--- src/rtl/traffic_phase_controller.sv ---
// N-approach traffic signal sequencer: ALL_RED -> GREEN(p) -> YELLOW(p) -> ALL_RED -> GREEN(p+1).
// Define PED_REQUEST_EN to gate the walk light on latched pedestrian requests.
module traffic_phase_controller #(
  parameter int unsigned NUM_PHASES = 4,
  parameter int unsigned TIME_W     = 7,
  parameter int unsigned DEF_GREEN  = 30,
  parameter int unsigned DEF_YELLOW = 3,
  parameter int unsigned DEF_ALLRED = 2
) (
  input  logic                                                   clock,
  input  logic                                                   reset,
  input  logic                                                   tick,
  input  logic                                                   cfg_valid,
  input  logic [$clog2(NUM_PHASES+2)-1:0]                        cfg_sel,
  input  logic [TIME_W-1:0]                                      cfg_time,
  output logic                                                   cfg_ack,
  output logic                                                   cfg_err,
  input  logic [NUM_PHASES-1:0]                                  ped_req,
  output logic [3*NUM_PHASES-1:0]                                road_light,
  output logic [2*NUM_PHASES-1:0]                                ped_light,
  output logic [((NUM_PHASES > 1) ? $clog2(NUM_PHASES) : 1)-1:0] active_phase,
  output logic [1:0]                                             state,
  output logic [TIME_W-1:0]                                      time_remaining
);

  localparam int unsigned SelW = $clog2(NUM_PHASES + 2);
  localparam int unsigned PhW  = (NUM_PHASES > 1) ? $clog2(NUM_PHASES) : 1;

  typedef enum logic [1:0] {
    StAllRed = 2'b00,
    StGreen  = 2'b01,
    StYellow = 2'b10
  } st_e;

  st_e                     st_q, st_d;
  logic [PhW-1:0]          ph_d, ph_next;
  logic [TIME_W-1:0]       rem_d, green_next, wval;
  logic [TIME_W-1:0]       green_q [NUM_PHASES];
  logic [TIME_W-1:0]       yellow_q, allred_q;
  logic                    enter_green, walk_d, sel_ok;
  logic [3*NUM_PHASES-1:0] road_d;
  logic [2*NUM_PHASES-1:0] ped_d;

  assign state   = st_q;
  assign ph_next = (active_phase == PhW'(NUM_PHASES - 1)) ? '0 : active_phase + 1'b1;
  assign sel_ok  = {{(32 - SelW){1'b0}}, cfg_sel} < 32'(NUM_PHASES + 2);
  assign wval    = (cfg_time == '0) ? TIME_W'(1) : cfg_time;

  always_comb begin
    green_next = green_q[0];
    for (int i = 0; i < NUM_PHASES; i++) begin
      if (ph_next == PhW'(i)) green_next = green_q[i];
    end
  end

  // Count reaching 1 on a tick ends the state, so each state lasts exactly its programmed ticks.
  always_comb begin
    st_d        = st_q;
    ph_d        = active_phase;
    rem_d       = time_remaining;
    enter_green = 1'b0;
    if (tick) begin
      if (time_remaining <= TIME_W'(1)) begin
        unique case (st_q)
          StAllRed: begin
            st_d        = StGreen;
            ph_d        = ph_next;
            rem_d       = green_next;
            enter_green = 1'b1;
          end
          StGreen: begin
            st_d  = StYellow;
            rem_d = yellow_q;
          end
          default: begin
            st_d  = StAllRed;
            rem_d = allred_q;
          end
        endcase
      end else begin
        rem_d = time_remaining - 1'b1;
      end
    end
  end

`ifdef PED_REQUEST_EN
  logic [NUM_PHASES-1:0] req_prev_q, latch_q, latch_d;
  logic                  walk_q;

  // A request rising on the green-entry edge survives the clear and waits for the next green.
  always_comb begin
    walk_d = walk_q & (st_d == StGreen);
    for (int i = 0; i < NUM_PHASES; i++) begin
      latch_d[i] = (latch_q[i] & ~(enter_green && ph_d == PhW'(i))) | (ped_req[i] & ~req_prev_q[i]);
      if (enter_green && ph_d == PhW'(i)) walk_d = latch_q[i];
    end
  end

  always_ff @(posedge clock or negedge reset) begin
    if (!reset) begin
      req_prev_q <= '0;
      latch_q    <= '0;
      walk_q     <= 1'b0;
    end else begin
      req_prev_q <= ped_req;
      latch_q    <= latch_d;
      walk_q     <= walk_d;
    end
  end
`else
  logic unused_ped_req;
  assign unused_ped_req = ^ped_req;
  assign walk_d         = (st_d == StGreen);
`endif

  always_comb begin
    road_d = '0;
    ped_d  = '0;
    for (int i = 0; i < NUM_PHASES; i++) begin
      if (ph_d == PhW'(i) && st_d == StGreen)       road_d[3*i +: 3] = 3'b001;
      else if (ph_d == PhW'(i) && st_d == StYellow) road_d[3*i +: 3] = 3'b010;
      else                                          road_d[3*i +: 3] = 3'b100;
      ped_d[2*i +: 2] = (ph_d == PhW'(i) && walk_d) ? 2'b01 : 2'b10;
    end
  end

  // Config writes land after the load above, so a state entered on the same edge sees the old value.
  always_ff @(posedge clock or negedge reset) begin
    if (!reset) begin
      st_q           <= StAllRed;
      active_phase   <= PhW'(NUM_PHASES - 1);
      time_remaining <= TIME_W'(DEF_ALLRED);
      road_light     <= {NUM_PHASES{3'b100}};
      ped_light      <= {NUM_PHASES{2'b10}};
      cfg_ack        <= 1'b0;
      cfg_err        <= 1'b0;
      for (int i = 0; i < NUM_PHASES; i++) green_q[i] <= TIME_W'(DEF_GREEN);
      yellow_q       <= TIME_W'(DEF_YELLOW);
      allred_q       <= TIME_W'(DEF_ALLRED);
    end else begin
      st_q           <= st_d;
      active_phase   <= ph_d;
      time_remaining <= rem_d;
      road_light     <= road_d;
      ped_light      <= ped_d;
      cfg_ack        <= cfg_valid & sel_ok;
      cfg_err        <= cfg_valid & ~sel_ok;
      if (cfg_valid && sel_ok) begin
        for (int i = 0; i < NUM_PHASES; i++) begin
          if (cfg_sel == SelW'(i)) green_q[i] <= wval;
        end
        if (cfg_sel == SelW'(NUM_PHASES))     yellow_q <= wval;
        if (cfg_sel == SelW'(NUM_PHASES + 1)) allred_q <= wval;
      end
    end
  end

endmodule

--- config.mk ---
export PLATFORM = sky130hd
export DESIGN_NAME = traffic_phase_controller
export DESIGN_NICKNAME = d
export VERILOG_FILES = /design/src/rtl/traffic_phase_controller.sv
export SDC_FILE = /design/constraint.sdc
export NUM_CORES = 1
export LEC_CHECK = 0
export ABC_AREA = 1
export CORE_MARGIN = 2
export CORE_UTILIZATION = 35
export CTS_BUF_LIST = sky130_fd_sc_hd__clkbuf_16
export DETAILED_ROUTE_END_ITERATION = 10
export PLACE_DENSITY = 0.67
export SLEW_MARGIN = 20
export SYNTH_ARGS = -nofsm -noshare
export SYNTH_HDL_FRONTEND = slang
export SYNTH_SLANG_ARGS = --single-unit
--- constraint.sdc ---
create_clock -name clock -period 2.15 [get_ports clock]
set_input_delay 0.43 -clock clock [delete_from_list [all_inputs] [get_ports clock]]
set_output_delay 0.43 -clock clock [all_outputs]
set_load 0.05 [all_outputs]
# After elaboration in Yosys (flattened, before gate mapping)

Index checks and enable logic that the tools add are counted.
Widths: inputs -> output; s select.

Latch bits: 0
Register bits after elaboration: 75
Bits in read-only memories: 0
Memories: 0
Logic and storage cells: 79
Output and inout port bits: 33
Memory bits (writable): 0
Input bits: 18

Equal/unequal tests: 15
Bitwise operators: 3
Muxes and demuxes: 25
Add/subtract/negate cells: 2
Shift operators: 0
Div/mod/pow operators: 0
$lt $le $gt $ge: 2
Reduce and logical (&&, ||, !) cells: 19
Multipliers: 0

Operator list:

| kind                | count |
|---|---|
| $mux 7              | 5 |
| $mux 3              | 8 |
| $mux 2              | 10 |
| $pmux 7 s2          | 1 |
| $eq 2x2->1 const B  | 6 |
| $reduce_and 2->1    | 6 |
| $logic_and 1x1->1   | 9 |
| $eq 2x1->1 const B  | 4 |
| $le 7x1->1 const B  | 1 |
| $logic_not 7->1     | 1 |
| $sub 7x1->7 const B | 1 |
| $eq 3x2->1 const B  | 2 |
| $eq 3x3->1 const B  | 2 |
| $logic_not 2->1     | 2 |
| $pmux 2 s2          | 1 |
| $eq 3x1->1 const B  | 1 |
| $logic_not 3->1     | 1 |
| $lt 3x3->1 const B  | 1 |
| $add 2x1->2 const B | 1 |
| $and 1x1->1         | 2 |
| $not 1->1           | 1 |

# Depth between registers and ports, before layout

Gate-level depths: netlist of run 1.

Word-level depth: 9
Gate-level depth with buffers: 11
Mapped depth without buffers: 10

# Worst setup path after synthesis of run 1

No wires, ideal clock.

Path type: reg-to-reg
Start point: reg time_remaining[1]
End point: reg time_remaining[5]
Data required time: 2.022 ns
Stages on the path, launching flop included: 9
Buffers on the path: 1
Arrival: 1.753 ns
Slack: 0.269 ns
Clock period less this slack: 1.881 ns
Path through: dfstp_2 -> inv_1 -> ha_1 -> o21bai_4 -> nand2_1 -> buf_2 -> o211ai_1 -> nand3_1 -> o21ai_0

Word-level cells in the longest chain between the ends: 2

Ends and longest elaborated chain:

| element                                   | RTL line | source |
|---|---|---|
| from (decl)                               | 23       | `output logic [TIME_W-1:0] time_remaining` |
| from (signal assigned)                    | 132      | `time_remaining <= TIME_W'(DEF_ALLRED);` |
| from (signal assigned)                    | 143      | `time_remaining <= rem_d;` |
| $sub 7x1->7 or $le 7x1->1 (tied branches) | 81, 63   |  |
| $mux 7 *                                  | 63       | `if (time_remaining <= TIME_W'(1)) begin` |

Mark *: on every way between the ends. The rest lies on a longest branch, timed or not.
A chain may end at the register's enable or synchronous reset.

# Final worst setup path of run 1

Start point: reg time_remaining[0]
End point: out time_remaining[0]

No word-level cell between the ends.

==> flow_metrics.tcl, run 1 <==
set metrics [dict create \
    status "completed" \
    fin_skew_ns 0.00606 \
    dr.pass1.iters 4 \
    seqCellArea_um2 1810 \
    core_um2 9680 \
    dp_cells 589 \
    num-fill-cells 953 \
    routedWlPerCell_um 12.1 \
    min_period_over_period_pct 96.8 \
    crit_path_max_incr_delay_ns 0.85 \
    power_density_nw_per_um2 1220 \
    overflow 0 \
    totalNegativeSetupSlack_ns 0 \
    cts_root_buf "clkbuf_16" \
    required_ns 1.72 \
    syn_area_um2 3450 \
    fin_nets 491 \
    dpl.hpwl_um 5470 \
    post-route-drc-count 0 \
    period_needed_ns 2.08 \
    crit_fanout 6 \
    whs_ns 0.114 \
    clock-sinks 71 \
    ioPinCount 51 \
    antenna_cells 0 \
    num_rows 36 \
    routabilityCongestion 0.828 \
    synthCells 417 \
    yosys_register_bits 71 \
    grt_pass1_vias 2610 \
    ys_types 30 \
    vias 2800 \
    worstMarginPinSlew_ns 0.510 \
    setup_viol 0 \
    critPathCaptureType "output port" \
    slowest_stage "clkdlybuf4s50_1" \
    drv_cap 0 \
    io_buffers 46 \
    hold_viol 0 \
    hp-class "in2async" \
    crit_type "reg2out" \
    drt_iter0_drc 177 \
    path_cells "clkdlybuf4s50_1" \
    routed_wl_um 7330 \
    pre_cts_slack_ns 0.168 \
    syn2layout_area_growth_pct 24.9 \
    route.antenna.remaining_nets 0 \
    via_per_inst 4.63 \
    ys_warn_count 0 \
    grt_usage_pct 14.9 \
    clock_latency_ns 0.33 \
    cp.arrival_ns 1.65 \
    dieArea_um2 10700 \
    fp.dieW_um 103 \
    multi_input_area_um2 1330 \
    syn_avg_cell_area_um2 8.26 \
    cts_buffer_depth 2 \
    clk_pin_slew_worst_paths_ns 0.05 \
    power.leakage_nw 1.98 \
    cts_tree "built" \
    dieHeight_um 103 \
    synth_seq_area_share_pct 52.7 \
    clock.fmax_mhz 480 \
    slew_viol_final 0 \
    critPathBufInv 1 \
    grt_max_degree 72 \
    syn_nets 441 \
    antenna_found_initial 0 \
    startpoint_type "flip-flop" \
    htree_levels 3 \
    crit_family "buffers and inverters" \
    final_cells 605 \
    slew_headroom_pct 65.9 \
    setup_slack_ns 0.0682 \
    cts_buffers 9 \
    rsz0062_at_grt "no" \
    drive_above_1_share_pct 15.9 \
    vdd_drop_max_uv 420 \
    grt_pass1_wl_um 12300 \
    start_util_pct 35.6 \
    ctsHoldBuffers 0 \
]
logic make-up after synthesis:
kind of cell | synth area share [%]
buf+inv | 8.93
xor+xnor | 0.508
compound gates | 13.2
flops | 52.7
simple gates | 22.5
fa+ha+maj | 2.18
stage by stage:
| stage | total power [mW] | util (%) | instance area, um2 |
|---|---|---|---|
| 4_1_cts | 5.31 | 44.4 | 4300 |
| 3_5_place_dp | 4.03 | 41.8 | 4050 |
| 6_report | 5.27 | 44.4 | 4300 |
| 2_1_floorplan | 3.43 | - | 3450 |
| 3_3_place_gp | 3.98 | 41.8 | 4050 |
| 5_1_grt | 5.64 | 44.4 | 4300 |
cell usage after synthesis, drive strengths merged:
cell type  count  area, um2
dfstp         30        788
nor2          39        188
nand2        117        462
clkbuf         6       22.5
ha             6       75.1
inv           62        233
o21bai         1       18.8
o211ai         1       7.51
dfrtp         41       1030
nand3         10       55.1
nor3           4       20.0
nand4          6       52.6
a21oi         12       60.1
o21ai         69        345
buf            8       52.6
xor2           1       8.76
a41o           1       10.0
a31oi          1       6.26
o22ai          1       6.26
xnor2          1       8.76
layout by cell type, fill, tap and decap left out, types with 4 or more instances in the layout:
master	Yosys	routed
nand2_1	110	110
o21ai_0	65	65
inv_1	58	62
dfrtp_1	41	41
clkdlybuf4s50_1	0	41
nor2_1	32	32
dfstp_2	30	30
a21oi_1	12	12
buf_4	5	10
nand3_1	9	9
clkbuf_16	0	9
nand2_2	6	6
nand4_1	5	5
ha_1	6	5
inv_2	4	4
nor2_2	4	4
o21ai_1	4	4
nor3_1	4	4
registers in the layout, indices dropped and copies added (netlist names):
register,flops
allred_q,7
time_remaining,7
yellow_q,7
green_q,28
cfg_err,1
state,2
road_light,8
cfg_ack,1
ped_light,8
active_phase,2
layout make-up:
| type | instances | share of cell area (%) |
|---|---|---|
| clock buffers | 9 | 5.23 |
| clock inverters | 7 | 0.669 |
| inverters | 62 | 5.41 |
| multi-input cells | 270 | 30.8 |
| flip-flops and latches | 71 | 42.2 |
| well taps | 133 | 3.87 |
| repair buffers | 53 | 11.9 |
per-layer routing:
metal	GRT usage, %	up-vias	wire length, um
li1	-	1418	-
met1	20.5	1325	3520
met2	23.1	46	3410
met3	3.63	11	290
met4	5.06	0	105
met5	0	-	0
report_power, final:
part | switching (mW) | internal, mW
clock | 0.511 | 0.754
sequential | 0.215 | 1.71
combinational | 1.41 | 0.677
path summary, 6_finish.rpt:
kind | from | endpoint | slack [ns] | cells past startpoint
min in group clock | yellow_q[0]$_DFFE_PN1P_ | yellow_q[0]$_DFFE_PN1P_ | 0.47 | 2
min reg2reg | yellow_q[0]$_DFFE_PN1P_ | yellow_q[0]$_DFFE_PN1P_ | 0.47 | 2
max in group asynchronous | reset | green_q[10]$_DFFE_PN1P_ | 1.69 | 2
max | time_remaining[0]$_DFFE_PN0P_ | time_remaining[0] | 0.07 | 1
max reg2reg | time_remaining[1]$_DFFE_PN1P_ | time_remaining[5]$_DFFE_PN0P_ | 0.29 | 7
min | reset | ped_light[0]$_DFF_PN0_ | 0.11 | 2
what timing repair did:
action	4_1_cts	5_1_grt
endpoints found under the setup margin	0	1
gates resized for setup	0	1
buffers inserted	0	0
No activity file was read; power rests on OpenSTA's default activity.
==> inputs of run 2 (changes only) <==
- SKIP_CTS_REPAIR_TIMING: unset -> 1
==> results of run 2 <==
Same layout as run 1: the final DEF is identical, and so are final timing and power.
